`src/rtl/mul_pkg.sv`:
```
// Shared types and constants for the MIPS32 sequential multiplier (mul_unit).
package mul_pkg;

    localparam int unsigned MUL_WIDTH = 32;

    typedef enum logic [1:0] {
        IDLE = 2'd0,
        RUN  = 2'd1,
        SIGN = 2'd2
    } mul_state_e;

    // Multiplier-related operation encodings driven by the control unit.
    typedef enum logic [1:0] {
        OP_MULT  = 2'd0,
        OP_MULTU = 2'd1,
        OP_MTHI  = 2'd2,
        OP_MTLO  = 2'd3
    } mul_op_e;

endpackage

```
`src/rtl/mul_step.sv`:
```
// One shift-and-add iteration of the unsigned magnitude multiplier (combinational).
module mul_step
    import mul_pkg::*;
#(
    parameter int unsigned WIDTH = MUL_WIDTH
) (
    input  logic [2*WIDTH-1:0] acc_i,
    input  logic [2*WIDTH-1:0] mcand_i,
    input  logic [WIDTH-1:0]   mplier_i,
    output logic [2*WIDTH-1:0] acc_o,
    output logic [2*WIDTH-1:0] mcand_o,
    output logic [WIDTH-1:0]   mplier_o
);

    always_comb begin
        acc_o    = mplier_i[0] ? (acc_i + mcand_i) : acc_i;
        mcand_o  = mcand_i << 1;
        mplier_o = mplier_i >> 1;
    end

endmodule

```
`src/rtl/mul_unit.sv`:
```
// Sequential 32x32 MULT/MULTU unit with architectural HI/LO registers.
// Optional MUL_EARLY_EXIT_EN: leave RUN as soon as the remaining multiplier is zero.
module mul_unit
    import mul_pkg::*;
#(
    parameter int unsigned WIDTH = MUL_WIDTH,
    parameter int unsigned CNT_W = 6
) (
    input  logic             clk,
    input  logic             reset,
    input  logic             start,
    input  logic             is_signed,
    input  logic [WIDTH-1:0] op_a,
    input  logic [WIDTH-1:0] op_b,
    input  logic             hi_we,
    input  logic             lo_we,
    input  logic [WIDTH-1:0] wdata,
    output logic             busy,
    output logic             done,
    output logic [WIDTH-1:0] hi,
    output logic [WIDTH-1:0] lo
);

    mul_state_e           state_q, state_d;
    logic [2*WIDTH-1:0]   acc_q, acc_d;
    logic [2*WIDTH-1:0]   mcand_q, mcand_d;
    logic [WIDTH-1:0]     mplier_q, mplier_d;
    logic [CNT_W-1:0]     cnt_q, cnt_d;
    logic                 neg_q, neg_d;
    logic                 done_q, done_d;
    logic [WIDTH-1:0]     hi_q, hi_d;
    logic [WIDTH-1:0]     lo_q, lo_d;

    logic [2*WIDTH-1:0]   step_acc, step_mcand;
    logic [WIDTH-1:0]     step_mplier;
    logic [WIDTH-1:0]     mag_a, mag_b;
    logic [2*WIDTH-1:0]   product;

    mul_step #(.WIDTH(WIDTH)) u_step (
        .acc_i    (acc_q),
        .mcand_i  (mcand_q),
        .mplier_i (mplier_q),
        .acc_o    (step_acc),
        .mcand_o  (step_mcand),
        .mplier_o (step_mplier)
    );

    // 0x80000000 negates to itself, which read unsigned is the correct magnitude.
    always_comb begin
        mag_a   = (is_signed && op_a[WIDTH-1]) ? -op_a : op_a;
        mag_b   = (is_signed && op_b[WIDTH-1]) ? -op_b : op_b;
        product = neg_q ? -acc_q : acc_q;
    end

    always_comb begin
        state_d  = state_q;
        acc_d    = acc_q;
        mcand_d  = mcand_q;
        mplier_d = mplier_q;
        cnt_d    = cnt_q;
        neg_d    = neg_q;
        done_d   = 1'b0;
        hi_d     = hi_q;
        lo_d     = lo_q;

        unique case (state_q)
            IDLE: begin
                if (hi_we) hi_d = wdata;
                if (lo_we) lo_d = wdata;
                if (start) begin
                    mcand_d  = {{WIDTH{1'b0}}, mag_a};
                    mplier_d = mag_b;
                    neg_d    = is_signed & (op_a[WIDTH-1] ^ op_b[WIDTH-1]);
                    acc_d    = '0;
                    cnt_d    = '0;
                    state_d  = RUN;
                end
            end
            RUN: begin
`ifdef MUL_EARLY_EXIT_EN
                if (mplier_q == '0) begin
                    state_d = SIGN;
                end else begin
                    acc_d    = step_acc;
                    mcand_d  = step_mcand;
                    mplier_d = step_mplier;
                    cnt_d    = cnt_q + CNT_W'(1);
                    if (cnt_q == CNT_W'(WIDTH - 1)) state_d = SIGN;
                end
`else
                acc_d    = step_acc;
                mcand_d  = step_mcand;
                mplier_d = step_mplier;
                cnt_d    = cnt_q + CNT_W'(1);
                if (cnt_q == CNT_W'(WIDTH - 1)) state_d = SIGN;
`endif
            end
            SIGN: begin
                {hi_d, lo_d} = product;
                done_d       = 1'b1;
                state_d      = IDLE;
            end
            default: state_d = IDLE;
        endcase
    end

    always_ff @(posedge clk) begin
        if (reset) begin
            state_q <= IDLE;
            done_q  <= 1'b0;
            hi_q    <= '0;
            lo_q    <= '0;
        end else begin
            state_q <= state_d;
            done_q  <= done_d;
            hi_q    <= hi_d;
            lo_q    <= lo_d;
        end
        acc_q    <= acc_d;
        mcand_q  <= mcand_d;
        mplier_q <= mplier_d;
        cnt_q    <= cnt_d;
        neg_q    <= neg_d;
    end

    assign busy = (state_q != IDLE);
    assign done = done_q;
    assign hi   = hi_q;
    assign lo   = lo_q;

endmodule
```
`config.mk`:
```
export PLATFORM = sky130hd
export DESIGN_NAME = mul_unit
export DESIGN_NICKNAME = d
export VERILOG_FILES = /design/src/rtl/mul_pkg.sv /design/src/rtl/mul_step.sv /design/src/rtl/mul_unit.sv
export SDC_FILE = /design/constraint.sdc
export NUM_CORES = 1
export LEC_CHECK = 0
export ABC_CLOCK_PERIOD_IN_PS = 3900
export CAP_MARGIN = 5
export CORE_ASPECT_RATIO = 1.4
export CORE_MARGIN = 10
export CORE_UTILIZATION = 52
export DETAILED_ROUTE_END_ITERATION = 8
export HOLD_SLACK_MARGIN = 0.15
export PLACE_DENSITY = 0.83
export SYNTH_ARGS = -nofsm -noshare
export SYNTH_HDL_FRONTEND = slang
export SYNTH_SLANG_ARGS = --single-unit
export TNS_END_PERCENT = 1
```
`constraint.sdc`:
```
create_clock -name clk -period 3.9 [get_ports clk]
set_input_delay 0.78 -clock clk [delete_from_list [all_inputs] [get_ports clk]]
set_output_delay 0.78 -clock clk [all_outputs]
set_load 0.01 [all_outputs]
```
# Yosys cells after proc, flatten, opt, wreduce, memory -nomap -nowiden
# Index checks and enable logic that the tools add are counted.
[totals]
register_bits = 234
inputBits = 102
out_inout_bits = 66
wordCells = 56
[classes]
n_addsub = 5
n_eq_ne = 8
n_mux = 20
bitwise = 2
n_reduce_logical = 12
[ops]
columns = ["cell", "count"]
rows = [
  ["$mux 64", 4],
  ["$pmux 64 s2", 2],
  ["$pmux 32 s2", 3],
  ["$mux 32", 5],
  ["$add 64x64->64", 1],
  ["$neg 32->32", 2],
  ["$neg 64->64", 1],
  ["$pmux 6 s2", 1],
  ["$ne 2x2->1 const B", 5],
  ["$reduce_and 2->1", 5],
  ["$add 6x1->6 const B", 1],
  ["$eq 6x5->1 const B", 1],
  ["$mux 6", 1],
  ["$reduce_bool 2->1", 3],
  ["$mux 2", 2],
  ["$pmux 2 s2", 1],
  ["$reduce_and 3->1", 1],
  ["$eq 2x1->1 const B", 1],
  ["$eq 2x2->1 const B", 1],
  ["$logic_and 1x1->1", 2],
  ["$logic_not 2->1", 1],
  ["$and 1x1->1", 1],
  ["$mux 1", 1],
  ["$xor 1x1->1", 1],
]

# Longest topological paths before layout
# Gate-level depths: netlist (run 1).
[depth]
word_depth = 4
mapped_depth = 12
depth_no_buf = 11

# Modules after synthesis
# From an unflattened synthesis (run 1), not the netlist that was laid out.
[hier_totals]
cells_unflattened = 2046
hier_area_um2 = 17817.1
[by_module_without_submodules]
columns = ["module", "n_inst", "cells_per_inst", "area_each_um2", "seq_area_each_um2"]
rows = [
  ["mul_unit", 1, 1258, 12281.8, 6356.1],
  ["mul_step", 1, 788, 5535.3, 0.0],
]

# Least setup slack after synthesis (run 1)
# Ideal clock, no wire load.
[synth_timing]
kind = "register -> register"
start = "reg state_q[1]"
end = "reg cnt_q[0] (enable)"
t_arrival_ps = 3053
setup_slack_ps = -98
stages_incl_launch_ff = 6
period_less_slack_ps = 3998
path_cell_list = "dfxtp_1 -> nand2b_1 -> clkbuf_1 -> clkbuf_1 -> buf_1 -> nand2_1"
[synth_via]
elab_chain_cells = 3
word_cells_on_any_way = 5
classes_between = "2 x eq/ne; 3 x reduce/logical"
[synth_lines]
columns = ["element", "line_no", "text"]
rows = [
  ["start: declaration", "mul_unit.sv:24", "mul_state_e state_q, state_d;"],
  ["start signal: assignment", "mul_unit.sv:114", "state_q <= state_d;"],
  ["$eq 2x1->1 / $logic_not 2->1 (equally long branches)", "mul_unit.sv:66", "unique case (state_q)"],
  ["$reduce_bool 2->1 (no source line) / $ne 2x2->1 (equally long branches)", "n/a", ""],
  ["$reduce_and 2->1 (no source line) (*)", "n/a", ""],
  ["end signal: assignment", "mul_unit.sv:122", "cnt_q <= cnt_d;"],
  ["end: declaration", "mul_unit.sv:28", "logic [CNT_W-1:0] cnt_q, cnt_d;"],
]
# Every way passes the cells marked *; elsewhere a longest branch is shown, timed or not.
# A chain may end at the register's enable or synchronous reset.

# Worst setup path after layout (run 1)
[layout_timing]
start = "reg acc_q[0]"
end = "reg acc_q[36], data pin"
[layout_via]
elab_chain_cells = 3
[layout_lines]
columns = ["element", "line_no", "text"]
rows = [
  ["start: declaration", "mul_unit.sv:25", "logic [2*WIDTH-1:0] acc_q, acc_d;"],
  ["start signal: assignment", "mul_unit.sv:119", "acc_q <= acc_d;"],
  ["$add 64x64->64", "mul_step.sv:16", "acc_o = mplier_i[0] ? (acc_i + mcand_i) : acc_i;"],
  ["$mux 64", "mul_step.sv:16", ""],
  ["$pmux 64 s2", "mul_unit.sv:66", ""],
]
# Every way passes these cells. The select of a mux whose other input is x is not followed.

==> flow_metrics.tcl, run 1 <==
set metrics [dict create \
    outcome "finished, final reports clean" \
    worst_r2r_startpoint "acc_q[0]$_SDFFCE_PN0P_" \
    synthFlopType "edfxtp_1" \
    hold_path_class "flop to flop" \
    crit_type "flop to flop" \
    drt-total-wl_mm 44.1 \
    avgSynthCellArea_um2 8.85 \
    gr-total-overflow 0 \
    cpMostUsedCell "o21ai_0" \
    fin_tns_setup_ns 0 \
    combPwrFrac 0.309 \
    placementRows 74 \
    cts_buffer_depth 3 \
    min_from "hi[12]$_SDFFE_PP0P_" \
    p_seq_frac 0.402 \
    setup_ws_ns 0.214 \
    slowest_delay_ns 0.47 \
    wl_per_cell_um 19.5 \
    core_area_um2 29200 \
    synth_cell_types 69 \
    setup.worst_path.end_class "flop" \
    path_cells "ha_1 > fa_1 > a21oi_1 > o21ai_0 > o2111ai_1 > a21o_1 > a41oi_1 > buf_4 > a211oi_1 > o21ai_0 > xnor2_1 > nor2_1" \
    cp_data_arrival_time_ns 3.97 \
    pwr_density_cell_nw_per_um2 457 \
    die_x_um 165 \
    async_flop_share 0 \
    worstPathRequired_ns 4.18 \
    synth.area.top_cells "edfxtp_1, dfxtp_1, ha_1" \
    hpwl_mm 33.6 \
    p_sw_uw 2830 \
    crit_fanout 5 \
    p_clk_frac 0.289 \
    setup_viol 0 \
    skew_ns 0.0155 \
    final_nets 2037 \
    worstSkewPairLatency_ns 0.54 \
    diodes 0 \
    grt_use_total 0.232 \
    start_kind "flop" \
    final_cell_area_um2 18300 \
    placed_area_um2 17500 \
    cts_setup_buffers 0 \
    swShare 0.339 \
    rsz0062_at_grt "false" \
    period_needed_ns 3.69 \
    drtIter0Drc 1058 \
    place_congestion 0.959 \
    via_per_inst 6.09 \
    vias 13800 \
    firstDrtPassIters 5 \
    fin_worst_hold_slack_ns 0.456 \
    yosysTopAreaCell "edfxtp_1" \
    synth_edf_count 167 \
    worstMarginPinSlew_ns 1.22 \
    maxCapViolCount 0 \
    multi_input_area_um2 8550 \
    root_buffer "clkbuf_16" \
    crit_slowest_cell "edfxtp_1" \
    hold_viol 0 \
    netlist_area_um2 15400 \
    grt_max_degree 171 \
    post-place-ws_ns -0.0640 \
    n_fill_cell 2439 \
    ff_latch_area_um2 6360 \
    ys_seq_elements 234 \
    synth_warnings 0 \
    netlist.area_leader.share 0.326 \
    maxSlewViolCount 0 \
    drive_gt1_frac 0.0594 \
    syn_inst 1736 \
    leakagePower_uw 0.00688 \
    drtAntennaViolNets 0 \
    grt_pass1_vias 13500 \
    p_int_uw 5520 \
    grt_pass1_wl_mm 70.2 \
    fin_util 0.627 \
    max_freq_mhz 271 \
    io_pins 168 \
    area_growth_pct 18.9 \
    cts_num_sinks 234 \
    start_util 0.527 \
    htree_levels 1 \
    min_period_over_period 0.945 \
    drc 0 \
    numCtsBuffers 24 \
    antenna_found_initial 0 \
    hold_buffers 0 \
    ir_worst_vdd_v 0.000269 \
    synth_nets 1906 \
    crit_start "acc_q[0]$_SDFFCE_PN0P_" \
    ys_seq_area_frac 0.414 \
    cts.clk_slew.worst_paths_ns 0.07 \
    cts_tree "built" \
    max_slew_margin 0.181 \
    die_h_um 223 \
    portBuffers 167 \
    die_area_um2 36900 \
    post_cts_resized 0 \
]
==> stage by stage <==
stage | instances | total power [µW]
6_report | 2265 | 8350
2_1_floorplan | 1736 | 5080
4_1_cts | 2265 | 8340
5_1_grt | 2265 | 8770
3_5_place_dp | 2221 | 5930
3_3_place_gp | 2221 | 5870
==> power groups by stage <==
stage          sequential (µW)  combinational (µW)  clock (µW)
2_1_floorplan             3300                1790           0
3_3_place_gp              3390                2480           0
3_5_place_dp              3400                2530           0
4_1_cts                   3350                2550        2430
5_1_grt                   3390                2850        2540
6_report                  3360                2580        2410
==> area by class of cell <==
| cell class | instances | share of cell area |
|---|---|---|
| Clock buffer | 32 | 0.0363 |
| Clock inverter | 12 | 0.00808 |
| Inverter | 29 | 0.00596 |
| Multi-Input combinational cell | 1375 | 0.468 |
| Sequential cell | 234 | 0.348 |
| Tap cell | 380 | 0.0260 |
| Timing Repair Buffer | 203 | 0.108 |
==> synthesized netlist by cell type, types with 12 or more instances <==
cell / instances
a211oi_1: 47
a21o_1: 38
a21oi_1: 149
a31oi_1: 19
and2_1: 42
clkbuf_1: 88
dfxtp_1: 67
edfxtp_1: 167
ha_1: 67
inv_1: 29
nand2_1: 182
nand2b_1: 21
nand3_1: 13
nand4_1: 25
nor2_1: 210
nor3_1: 28
nor4_1: 13
o21ai_0: 139
o21bai_1: 13
o31ai_1: 29
o41ai_1: 23
or2_2: 13
or3_1: 17
or4_1: 12
xnor2_1: 74
xor2_1: 88
==> critical path: cells and delay by family (launching register included) <==
family,cells,cell delay (ns)
AOI/OAI and AO/OA,7,1.74
xor gates and xnor gates,1,0.18
adders and majority gates,2,0.73
buffers and inverters,1,0.26
DFF,1,0.47
and+or+nand+nor,1,0.06
==> layout by cell type (no fill, tap or decap), drive strengths merged, types with 32 or more instances in the layout <==
master	n
nor2	210
nand2	182
edfxtp	167
clkdlybuf4s50	166
a21oi	150
o21ai	141
xor2	88
xnor2	74
ha	67
dfxtp	67
a211oi	47
and2	42
a21o	38
buf	37
clkbuf	32
==> worst paths after layout <==
path	to	slack, ns	cells past startpoint
worst max-delay path	acc_q[36]$_SDFFCE_PN0P_	0.21	12
worst min-delay path	hi[12]$_SDFFE_PP0P_	0.46	2
worst max register to register	acc_q[36]$_SDFFCE_PN0P_	0.21	12
worst min register to register	hi[12]$_SDFFE_PP0P_	0.46	2
==> cell families after synthesis <==
logic type / Yosys count / share of synthesized area
buffers and inverters: 127 / 0.0317
xor gates and xnor gates: 162 / 0.0923
and+or+nand+nor: 615 / 0.190
adders and majority gates: 68 / 0.0559
muxes: 9 / 0.00586
DFF: 234 / 0.414
AOI/OAI and AO/OA: 521 / 0.211
==> flip-flops by register name (all words and copies together) (netlist names), 2 cells and up <==
signal / count
cnt_q: 6
mcand_q: 64
hi: 32
mplier_q: 32
acc_q: 64
state_q: 2
lo: 32
==> per-layer routing <==
layer / vias to the layer above / GRT usage / routed length (µm)
met3: 102 / 0.0311 / 3090
met4: 0 / 0.0942 / 1680
met2: 548 / 0.404 / 21800
li1: 6632 / - / -
met1: 6502 / 0.280 / 17600
met5: - / 0 / 0
Note: power is estimated with default switching activity, not from simulation.
==> inputs of run 2 (changes only) <==
--- a/config.mk
+++ b/config.mk
@@ -5,15 +5,16 @@
 export SDC_FILE = /design/constraint.sdc
 export NUM_CORES = 1
 export LEC_CHECK = 0
+export ABC_AREA = 1
 export ABC_CLOCK_PERIOD_IN_PS = 3900
 export CAP_MARGIN = 5
 export CORE_ASPECT_RATIO = 1.4
 export CORE_MARGIN = 10
-export CORE_UTILIZATION = 52
+export CORE_UTILIZATION = 54
 export DETAILED_ROUTE_END_ITERATION = 8
 export HOLD_SLACK_MARGIN = 0.15
-export PLACE_DENSITY = 0.83
+export PLACE_DENSITY = 0.84
 export SYNTH_ARGS = -nofsm -noshare
 export SYNTH_HDL_FRONTEND = slang
 export SYNTH_SLANG_ARGS = --single-unit
-export TNS_END_PERCENT = 1
+export TNS_END_PERCENT = 100
==> run 2 against run 1 <==
Total power rose by 4.5%; maximum frequency rose by 32%; core utilization rose by 0.93 points; die area rose by 16%.
==> flow_metrics.tcl, run 2 <==
set metrics [dict create \
    worstRegToRegCells 14 \
    die_h_um 241 \
    placementRows 80 \
    place_congestion 1.03 \
    drtAntennaViolNets 0 \
    yosysMostFrequentCell "nand2_1" \
    fin_util 0.636 \
    crit_type "flop to output port" \
    netlist.area_leader.share 0.267 \
    hold_path_class "flop to flop" \
    max_freq_mhz 358 \
    diodes 0 \
    synth.area.top_cells "edfxtp_1, nand2_1, inv_1" \
    die_area_um2 42700 \
    ys_seq_area_frac 0.339 \
    area_growth_pct 16.0 \
    mostFrequentLayoutCells "nand2_1, inv_1, nor2_1" \
    hold_viol 0 \
    pwr_density_cell_nw_per_um2 401 \
    synth_edf_count 167 \
    netlist_area_um2 18800 \
    worst_r2r_startpoint "acc_q[0]$_SDFFCE_PN0P_" \
    firstDrtPassIters 6 \
    portBuffers 167 \
    hold_depth 2 \
    drc 0 \
    grt_max_degree 104 \
    post_cts_resized 0 \
    ff_latch_area_um2 6360 \
    synthFlopType "edfxtp_1" \
    drive_gt1_frac 0.0617 \
    maxCapViolCount 0 \
    maxSlewViolCount 0 \
    multi_input_area_um2 10500 \
    yosysTopAreaCell "edfxtp_1" \
    r2r_setup_slack_ns 1.22 \
    cts_setup_buffers 0 \
    drt-total-wl_mm 65.0 \
    io_pins 168 \
    skew_ns 0.0132 \
    final_nets 3231 \
    via_per_inst 5.55 \
    core_area_um2 34200 \
    reg_top3 "acc_q x64, mcand_q x64" \
    numCtsBuffers 26 \
    grt_pass1_wl_mm 100 \
    cts.clk_slew.worst_paths_ns 0.07 \
    avgSynthCellArea_um2 6.43 \
    min_period_over_period 0.716 \
    cts_tree "built" \
    drtIter0Drc 1879 \
    die_x_um 178 \
    setup_viol 0 \
    min_from "mplier_q[15]$_DFFE_PP_" \
    antenna_found_initial 1 \
    gr-total-overflow 0 \
    htree_levels 1 \
    wl_per_cell_um 18.4 \
    worstPathRequired_ns 3.12 \
    crit_fanout 6 \
    fin_tns_setup_ns 0 \
    grt_use_total 0.298 \
    hold_buffers 0 \
    start_util 0.548 \
    setup.worst_path.end_class "output port" \
    start_kind "flop" \
    leakagePower_uw 0.00994 \
    synthTopCellsByCount "nand2_1, inv_1, nor2_1, a21oi_1, nand3_1" \
    vias 19600 \
    rsz0062_at_grt "false" \
    worstMarginPinSlew_ns 0.991 \
    grt_pass1_vias 18700 \
    cp_data_arrival_time_ns 2.01 \
    layout.cells.most_common "nand2_1" \
    cts_num_sinks 234 \
    syn_inst 2920 \
    outcome "finished, final reports clean" \
    synth_cell_types 47 \
    period_needed_ns 2.79 \
    r2r-end "acc_q[54]$_SDFFCE_PN0P_" \
    synth_nets 3090 \
    async_flop_share 0 \
    ys_seq_elements 234 \
    root_buffer "clkbuf_16" \
    n_fill_cell 3287 \
    hpwl_mm 51.4 \
    cts_buffer_depth 3 \
    min_to "mplier_q[14]$_DFFE_PP_" \
    max_slew_margin 0.338 \
    synth_warnings 0 \
    worstSkewPairLatency_ns 0.57 \
    ir_worst_vdd_v 0.000428 \
]
## run 2: cell count changes after synthesis, moves of 59 or more
| cell | before | now |
|---|---|---|
| a21oi_1 | 149 | 228 |
| inv_1 | 29 | 414 |
| nand2_1 | 182 | 876 |
| nand3_1 | 13 | 199 |
| nor2_1 | 210 | 380 |
| xnor2_1 | 74 | 15 |
| xor2_1 | 88 | 25 |
## run 2: critical path, cell delays in order (launching register included)
cell	delay [ns]
dfxtp_1	0.58
nor2_1	0.10
inv_1	0.19
clkdlybuf4s50_1	0.58
## run 2: logic make-up after synthesis
kind of cell	Yosys count	share of synthesized area
adder cells (fa/ha/maj)	68	0.0457
buffers and inverters	505	0.103
AND/OR/NAND/NOR	1629	0.369
flip-flops	234	0.339
XOR/XNOR	40	0.0187
AO/OA/AOI/OAI	444	0.126
## run 2: worst max path at each step
stage | from | to | slack (ns) | cells past startpoint
floorplan | start | acc_q[0]$_SDFFCE_PN0P_ | -0.73 | 3
global placement | op_a[31] | mcand_q[29]$_DFFE_PP_ | 1.12 | 10
detailed placement | op_a[0] | mcand_q[18]$_DFFE_PP_ | 1.09 | 11
CTS | state_q[1]$_SDFFE_PP0P_ | busy | 1.15 | 3
global route | acc_q[0]$_SDFFCE_PN0P_ | acc_q[40]$_SDFFCE_PN0P_ | 1.03 | 12
finish | state_q[1]$_SDFFE_PP0P_ | busy | 1.11 | 3
## run 2: per-layer routing
metal,track usage,routed length (µm),vias up,share of wire
met1,0.338,24400,8861,0.38
met2,0.519,31200,914,0.48
met5,0,17,-,0.00026
met3,0.0482,5270,191,0.081
met4,0.174,4150,2,0.064
li1,-,-,9641,-
## run 2: layout make-up
cell class	instances	share of cell area
well taps	451	0.0259
multi-input cells	2181	0.483
flip-flops and latches	234	0.292
repair buffers	182	0.0831
inverters	436	0.0758
clock buffers	37	0.0372
clock inverters	11	0.00293
## run 2: metrics by stage
step                cells  hold WS (ns)  setup WS, ns  total power (µW)  cell area (µm²)
floorplan            2920         0.494        -0.728              5120            18800
detailed placement   3484         0.509          1.09              6140            20900
CTS                  3532         0.529          1.15              8670            21800
global placement     3484         0.508          1.12              6070            20900
global route         3532         0.554          1.03              9180            21800
finish               3532         0.527          1.11              8720            21800
## run 2: power breakdown
part           switching (µW)  total [µW]  leakage (µW)  internal (µW)
clock                    1100        2550      0.000447           1450
combinational            1920        2860       0.00723            943
sequential                294        3310       0.00227           3020
